### src/rtl/iwm_pkg.sv
// Shared IWM constants for the 50 MHz clock domain.
// Used by the read shifter and the write serializer so both agree on bit-cell
// timing. iwm_cnt_width() sizes a cell timer that must reach 1.5 cells.
package iwm_pkg;

    localparam int unsigned IWM_BIT_CELL_50M   = 200;
    localparam int unsigned IWM_GLITCH_MIN_50M = 50;

    function automatic int unsigned iwm_cnt_width(input int unsigned bit_cell);
        return $clog2(2 * bit_cell);
    endfunction

endpackage

### src/rtl/rddata_sync.sv
// Two-flop synchronizer plus falling-edge detector for an asynchronous drive
// signal (rddata, sense).
// Ports:
//   clk   in  : system clock
//   reset in  : synchronous, active-high
//   din   in  : asynchronous input from the drive connector
//   fall  out : one-clock pulse when the synchronized input goes 1 -> 0
module rddata_sync (
    input  logic clk,
    input  logic reset,
    input  logic din,
    output logic fall
);

    logic s1;
    logic s2;
    logic s3;

    // Reset to 0: an idle-high line then reads as a rising edge, never as a
    // spurious falling edge.
    always_ff @(posedge clk) begin
        if (reset) begin
            s1 <= 1'b0;
            s2 <= 1'b0;
            s3 <= 1'b0;
        end else begin
            s1 <= din;
            s2 <= s1;
            s3 <= s2;
        end
    end

    assign fall = s3 & ~s2;

endmodule

### src/rtl/iwm_read_shifter.sv
// IWM disk read-path front end.
// Recovers bit cells from the rddata flux-transition stream with a window
// timer and assembles GCR bytes (a byte is complete when a 1 reaches bit 7).
// Ports:
//   clk        in     : 50 MHz system clock
//   reset      in     : synchronous, active-high; clears all state
//   rddata     in     : asynchronous read data; falling edge = flux transition
//   enable     in     : read mode with motor on; low holds timer/shifter clear
//   read_ack   in     : one-clock pulse, CPU consumed data_out
//   data_out   out[8] : last completed byte
//   byte_ready out    : byte latched and not yet acknowledged
//   overrun    out    : sticky, byte completed while byte_ready was still set
//   bit_strobe out    : one-clock pulse per recovered bit
module iwm_read_shifter
    import iwm_pkg::*;
#(
    parameter int unsigned BIT_CELL   = IWM_BIT_CELL_50M,
    parameter int unsigned GLITCH_MIN = IWM_GLITCH_MIN_50M
) (
    input  logic       clk,
    input  logic       reset,
    input  logic       rddata,
    input  logic       enable,
    input  logic       read_ack,
    output logic [7:0] data_out,
    output logic       byte_ready,
    output logic       overrun,
    output logic       bit_strobe
);

    localparam int unsigned CW = iwm_cnt_width(BIT_CELL);
    localparam logic [CW-1:0] TIMEOUT = CW'(BIT_CELL + BIT_CELL / 2 - 1);
    localparam logic [CW-1:0] RECENTRE = CW'(BIT_CELL / 2);
    localparam logic [CW-1:0] GMIN = CW'(GLITCH_MIN);

    logic          fall;
    logic [CW-1:0] cnt;
    logic [7:0]    shreg;
    logic          accept;
    logic          timeout;
    logic          emit;
    logic [7:0]    nxt;

    rddata_sync u_rddata_sync (
        .clk   (clk),
        .reset (reset),
        .din   (rddata),
        .fall  (fall)
    );

    // An accepted edge is a 1; a timeout with no edge is a 0. Edges closer
    // than GLITCH_MIN to the previous accepted one fall through to counting.
    always_comb begin
        accept  = fall & (cnt >= GMIN);
        timeout = (cnt == TIMEOUT);
        emit    = enable & (accept | timeout);
        nxt     = {shreg[6:0], accept};
    end

    always_ff @(posedge clk) begin
        if (reset) begin
            cnt        <= '0;
            shreg      <= '0;
            data_out   <= '0;
            byte_ready <= 1'b0;
            overrun    <= 1'b0;
            bit_strobe <= 1'b0;
        end else if (!enable) begin
            cnt        <= '0;
            shreg      <= '0;
            byte_ready <= 1'b0;
            overrun    <= 1'b0;
            bit_strobe <= 1'b0;
        end else begin
            bit_strobe <= emit;

            if (accept)
                cnt <= '0;
            else if (timeout)
                cnt <= RECENTRE;   // next zero lands one full cell later
            else
                cnt <= cnt + 1'b1;

            if (read_ack)
                byte_ready <= 1'b0;

            // Completion overrides a same-cycle read_ack: the new byte wins.
            if (emit) begin
                if (nxt[7]) begin
                    data_out   <= nxt;
                    shreg      <= '0;
                    byte_ready <= 1'b1;
                    if (byte_ready && !read_ack)
                        overrun <= 1'b1;
                end else begin
                    shreg <= nxt;
                end
            end
        end
    end

endmodule

### config.mk
export PLATFORM = sky130hd
export DESIGN_NAME = iwm_read_shifter
export DESIGN_NICKNAME = d
export VERILOG_FILES = /design/src/rtl/iwm_pkg.sv /design/src/rtl/rddata_sync.sv /design/src/rtl/iwm_read_shifter.sv
export SDC_FILE = /design/constraint.sdc
export NUM_CORES = 1
export LEC_CHECK = 0
export CORE_UTILIZATION = 57
export CTS_CLUSTER_SIZE = 24
export DETAILED_ROUTE_END_ITERATION = 10
export GPL_ROUTABILITY_DRIVEN = 0
export PLACE_DENSITY = 0.84
export SETUP_SLACK_MARGIN = 0.02
export SKIP_CTS_REPAIR_TIMING = 1
export SLEW_MARGIN = 20
export SYNTH_ARGS = -nofsm -noshare
export SYNTH_HDL_FRONTEND = slang
export SYNTH_SLANG_ARGS = --single-unit
### constraint.sdc
create_clock -name clk -period 4.3 [get_ports clk]
set_input_delay 0.86 -clock clk [delete_from_list [all_inputs] [get_ports clk]]
set_output_delay 0.86 -clock clk [all_outputs]
set_load 0.01 [all_outputs]
Yosys cells after proc, flatten, opt, wreduce, memory -nomap -nowiden:

Index checks and enable logic that the tools add are counted.

* bitwise gates (word level): 6
* order comparisons: 1
* add/subtract/negate cells: 1
* muxes and demuxes: 5
* reduce and logical (&&, ||, !) cells: 7
* equal/unequal tests: 1

Operator list (number)
* two-way mux 7 bit: 2
* adder 9 x 1 -> 9 bit, second input constant: 1
* == test 9 bit, second input constant: 1
* greater-or-equal comparator 9 x 6 -> 1 bit, second input constant: 1
* AND reduction 3 bit: 2
* OR reduction 4 bit: 1
* AND 1 bit: 3
* two-way mux 1 bit: 3
* OR reduction 3 bit: 1
* NOT 1 bit: 2
* OR reduction 2 bit: 1
* logical AND 1 bit: 1
* zero test 1 bit: 1
* bitwise OR 1 bit: 1

* bits in registers: 30
* output and inout port bits: 11
* input bits: 5

Longest topological paths before layout:

* word-level depth: 6
* gate-level depth with buffers: 7
* depth with buffers taken out: 6

Hierarchy:

A second synthesis with hierarchy kept.

* cell total of the unflattened synthesis: 150
* area, all modules: 1351.3 µm²

By module, submodules not included
* iwm_read_shifter: area an instance 1263.7 µm², seq. area each 540.5 µm², cells an instance 143, instances 1
* rddata_sync: area an instance 87.6 µm², seq. area each 60.1 µm², cells an instance 7, instances 1

Worst setup path after synthesis:

OpenSTA, ideal clock, no wires.

* path type: input to register
* start point: input port enable
* end point: register shreg[4]
* slack: 2551 ps
* stages: 5
* arrival: 1677 ps
* required time: 4228 ps
* buffers on the path: 2
* cells stage by stage: nor2b_1 -> clkbuf_1 -> clkbuf_1 -> nand3b_1 -> mux2i_1

* longest elaborated chain between the ends: 2
* elaborated cells between the ends (all ways): 3

RTL lines
* from (decl): RTL line iwm_read_shifter.sv:23 `input logic enable,`
* NOT 1 bit (no source line)
* OR reduction 2 bit (no source line)
* to (signal assigned): RTL line iwm_read_shifter.sv:96 `shreg <= nxt;`
* to (decl): RTL line iwm_read_shifter.sv:38 `logic [7:0] shreg;`

Several ways; a longest one is shown, not always the timed one.
A chain may end at the register's enable or synchronous reset.

Worst setup path in the final report:

* start point: input port reset
* end point: register cnt[6]

* longest elaborated chain between the ends: 1

RTL lines
* from (decl): RTL line iwm_read_shifter.sv:21 `input logic reset,`
* OR reduction 3 bit (no source line)
* to (signal assigned): RTL line iwm_read_shifter.sv:82 `cnt <= cnt + 1'b1;`
* to (decl): RTL line iwm_read_shifter.sv:37 `logic [CW-1:0] cnt;`

Every way passes these cells.

==> flow_summary.yaml <==
synthesis:
  synth.mux.area_fraction_pct: 9.28
  post-synth-top-count-cell: "dfxtp_1"
  avg_inst_size_synth_um2: 9.74
  synth_enable_flop_cells: 0
  seq_area_frac_synth_pct: 46.4
  synthSimpleGateAreaFrac_pct: 28.1
  synth_largest_type_area_fraction_pct: 46.4
  yosys_warnings: 0
  asyncSetResetFlopFracSynth_pct: 0
  synth_adder_area_share_pct: 1.93
  combinational_family_with_the_most_area_after_synthesis: "simple AND/OR/NAND/NOR gates"
  netlist_instances: 133
  netlist_top_cells_area: "dfxtp_1 46%, mux2i_1 9.3%, nand2b_1 7.2%"
  syn-cell-area_um2: 1290
  synthTopCellsByCount: "30 x dfxtp_1, 15 x nand2b_1, 13 x nor2_1"
  net_count_after_synthesis: 140
  synth_xor_xnor_area_share_pct: 4.06
  synth_cell_type_count: 30
  netlist.top_cell.by_area: "dfxtp_1"
  synthFlopType: "dfxtp_1"
  yosys_register_bits: 30
  fraction_of_the_mapped_netlist_area_in_compound_gates_pct: 6.96
power_and_ir_drop:
  switching_share_pct: 22.0
  pwr_density_cell_nw_per_um2: 313
  sequential_fraction_of_design_power_pct: 59.8
  ir_worst_vdd_mv: 0.251
  static-leakage-power_nw: 0.506
  power.switching_w: 0.000104
  p_comb_share_pct: 3.5
  total_power_draw_w: 0.000471
  power.share.clock_pct: 36.7
  internal_power_w: 0.000367
setup_path:
  critPathCaptureType: "register"
  rrSetupSlack_ns: 2.32
  path_cells: "clkdlybuf4s50_1, nor2b_1, nand2b_1, a311oi_1"
  critPathKind: "input port to register"
  critical_path.reg2reg.startpoint: "cnt[1]"
  timing.critical_path.slowest_stage_cell: "nor2b_1"
  crit_path_start_kind: "input port"
  worstReg2RegEnd: "data_out[2]"
  worstRegToRegCells: 5
  cp.required_ns: 4.54
  timing.critical_path.fanout_max: 20
  critical_path_data_arrival_time_ns: 2.90
  crit_path_start: "reset"
  slowest_delay_ns: 0.92
sta:
  clock.fmax_ghz: 0.376
  maxSlewViolCount: 0
  relSlewSlack_pct: 30.8
  final-setup-viol-count: 0
  period_minus_slack_ns: 2.66
  rsz0062_at_grt: "no"
  layout_worst_path_cycle_share_pct: 61.8
  final.setup.tns_ns: 0
  skew_ns: 0.0100
  final-hold-violation-count: 0
  worst_slew_pin_slew_ns: 1.04
  worst_hold_margin_ns: 0.439
layout:
  multi_input_combinational_cell_area_um2: 652
  finalNonFillerCells: 176
  layout_area_growth_over_synthesis_pct: 16.1
  final-seq-area_um2: 601
  diodes: 0
  final_nets: 155
  drive_gt1_share_pct: 8.05
  filler_cell_count: 157
min_path:
  hold_path_class: "register to register"
  min_to: "u_rddata_sync.s2"
  hold_start: "u_rddata_sync.s1"
  hold_path_depth: 1
global_routing:
  grt_pass1_vias: 844
  initial_antenna_violation_count: 0
  overflow: 0
  largest_net_degree_at_the_start_of_global_routing: 21
  all_layer_global_routing_usage_pct: 19.9
  grt_pass1_wl_mm: 3.62
route:
  drcViolationCount: 0
  drtIter0Drc: 14
  antenna_left: 0
  dr_wl_cell_um: 12.6
  vias_per_cell: 5.40
  via_count: 951
  wire_length_reported_by_the_detailed_router_mm: 2.22
  drt_pass1_iterations: 4
clocking:
  clock_sinks: 30
  insertion_delay_ns: 0.32
  tritoncts_clock_tree: "built"
  cts_root_buffer: "clkbuf_4"
  max-clock-path-buffers: 2
  cts_inserted_buffers: 5
  clock_tree.htree_level_count: 2
  clkSlewWorstSetupHoldPaths_ns: 0.10
floorplanning:
  coreArea_um2: 2040
  start_util_pct: 63.4
  die-height_um: 49.7
  die_area_um2: 2470
  design.portCount: 16
  floorplan.die.width_um: 49.7
  num_rows: 16
job:
  max_cap_violations: 0
run_status:
  status: "finished clean"
placed_design:
  portBuffers: 15
  placed_cells_incl_taps: 168
  detailed_place_hpwl_mm: 1.51
[power by group through the flow]
stage	Combinational, W	Sequential, W	Clock [W]
after floorplan	0.0000116	0.000288	0
after global placement	0.0000160	0.000288	0
after detailed placement	0.0000163	0.000288	0
after CTS	0.0000164	0.000281	0.000179
after global routing	0.0000179	0.000282	0.000191
final	0.0000164	0.000281	0.000173
[sequential cells by signal (all words and copies together), names as in the netlist]
register          cells
u_rddata_sync.s1      1
shreg                 7
byte_ready            1
data_out              8
cnt                   9
u_rddata_sync.s2      1
u_rddata_sync.s3      1
bit_strobe            1
overrun               1
[how the worst max path moves through the flow]
| stage | to | cells past startpoint | slack [ns] |
|---|---|---|---|
| 6_report | cnt[6] | 4 | 1.64 |
| 5_1_grt | cnt[6] | 4 | 1.38 |
| 4_1_cts | cnt[6] | 4 | 1.68 |
| 3_5_place_dp | cnt[6] | 4 | 1.35 |
| 3_3_place_gp | cnt[6] | 4 | 1.44 |
| 2_1_floorplan | shreg[4] | 5 | 2.55 |
[through the flow]
stage               area [µm²]  setup WS [ns]  util (%)
floorplan                 1290           2.55         -
global placement          1440           1.44      70.7
detailed placement        1440           1.35      70.7
CTS                       1500           1.68      73.7
global route              1500           1.38      73.7
finish                    1500           1.64      73.7
[metal layers]
metal  global-route usage (%)  wire length [µm]  up-vias
li1                         -                 -      476
met1                     22.5              1030      458
met2                     33.1              1070       13
met3                     6.48                81        4
met4                     10.0                31        0
met5                        0                 0        -
[final cells by class]
type                    instances  share of cell area, %
flip-flops and latches         30                   39.9
multi-input cells              94                   43.3
clock inverters                 1                  0.333
inverters                       2                  0.499
clock buffers                   7                   3.66
well taps                      27                   2.25
repair buffers                 15                   9.98
[worst max-delay path, delay by kind of cell]
family	cells	cell delay (ns)
AO/OA/AOI/OAI	1	0.24
buffers and inverters	1	0.67
AND/OR/NAND/NOR	2	1.14
[logic make-up (layout without fill, tap and decap cells)]
logic type | count (synthesis) | after routing
simple gates | 63 | 63
compound gates | 11 | 11
buf+inv | 9 | 25
fa+ha+maj | 2 | 2
xor+xnor | 6 | 6
mux | 12 | 12
flops | 30 | 30
[cells in the final DEF, fill, tap and decap left out, types with 3 or more instances in the layout]
| cell type | n |
|---|---|
| clkdlybuf4s50_1 | 15 |
| nand2_1 | 9 |
| mux2i_1 | 12 |
| nand2b_1 | 15 |
| nor2b_1 | 5 |
| and2_1 | 3 |
| clkbuf_4 | 5 |
| nor2_1 | 13 |
| xor2_1 | 5 |
| dfxtp_1 | 30 |
| nand3b_1 | 7 |
| o21a_1 | 3 |
(Power assumes the default switching activity.)
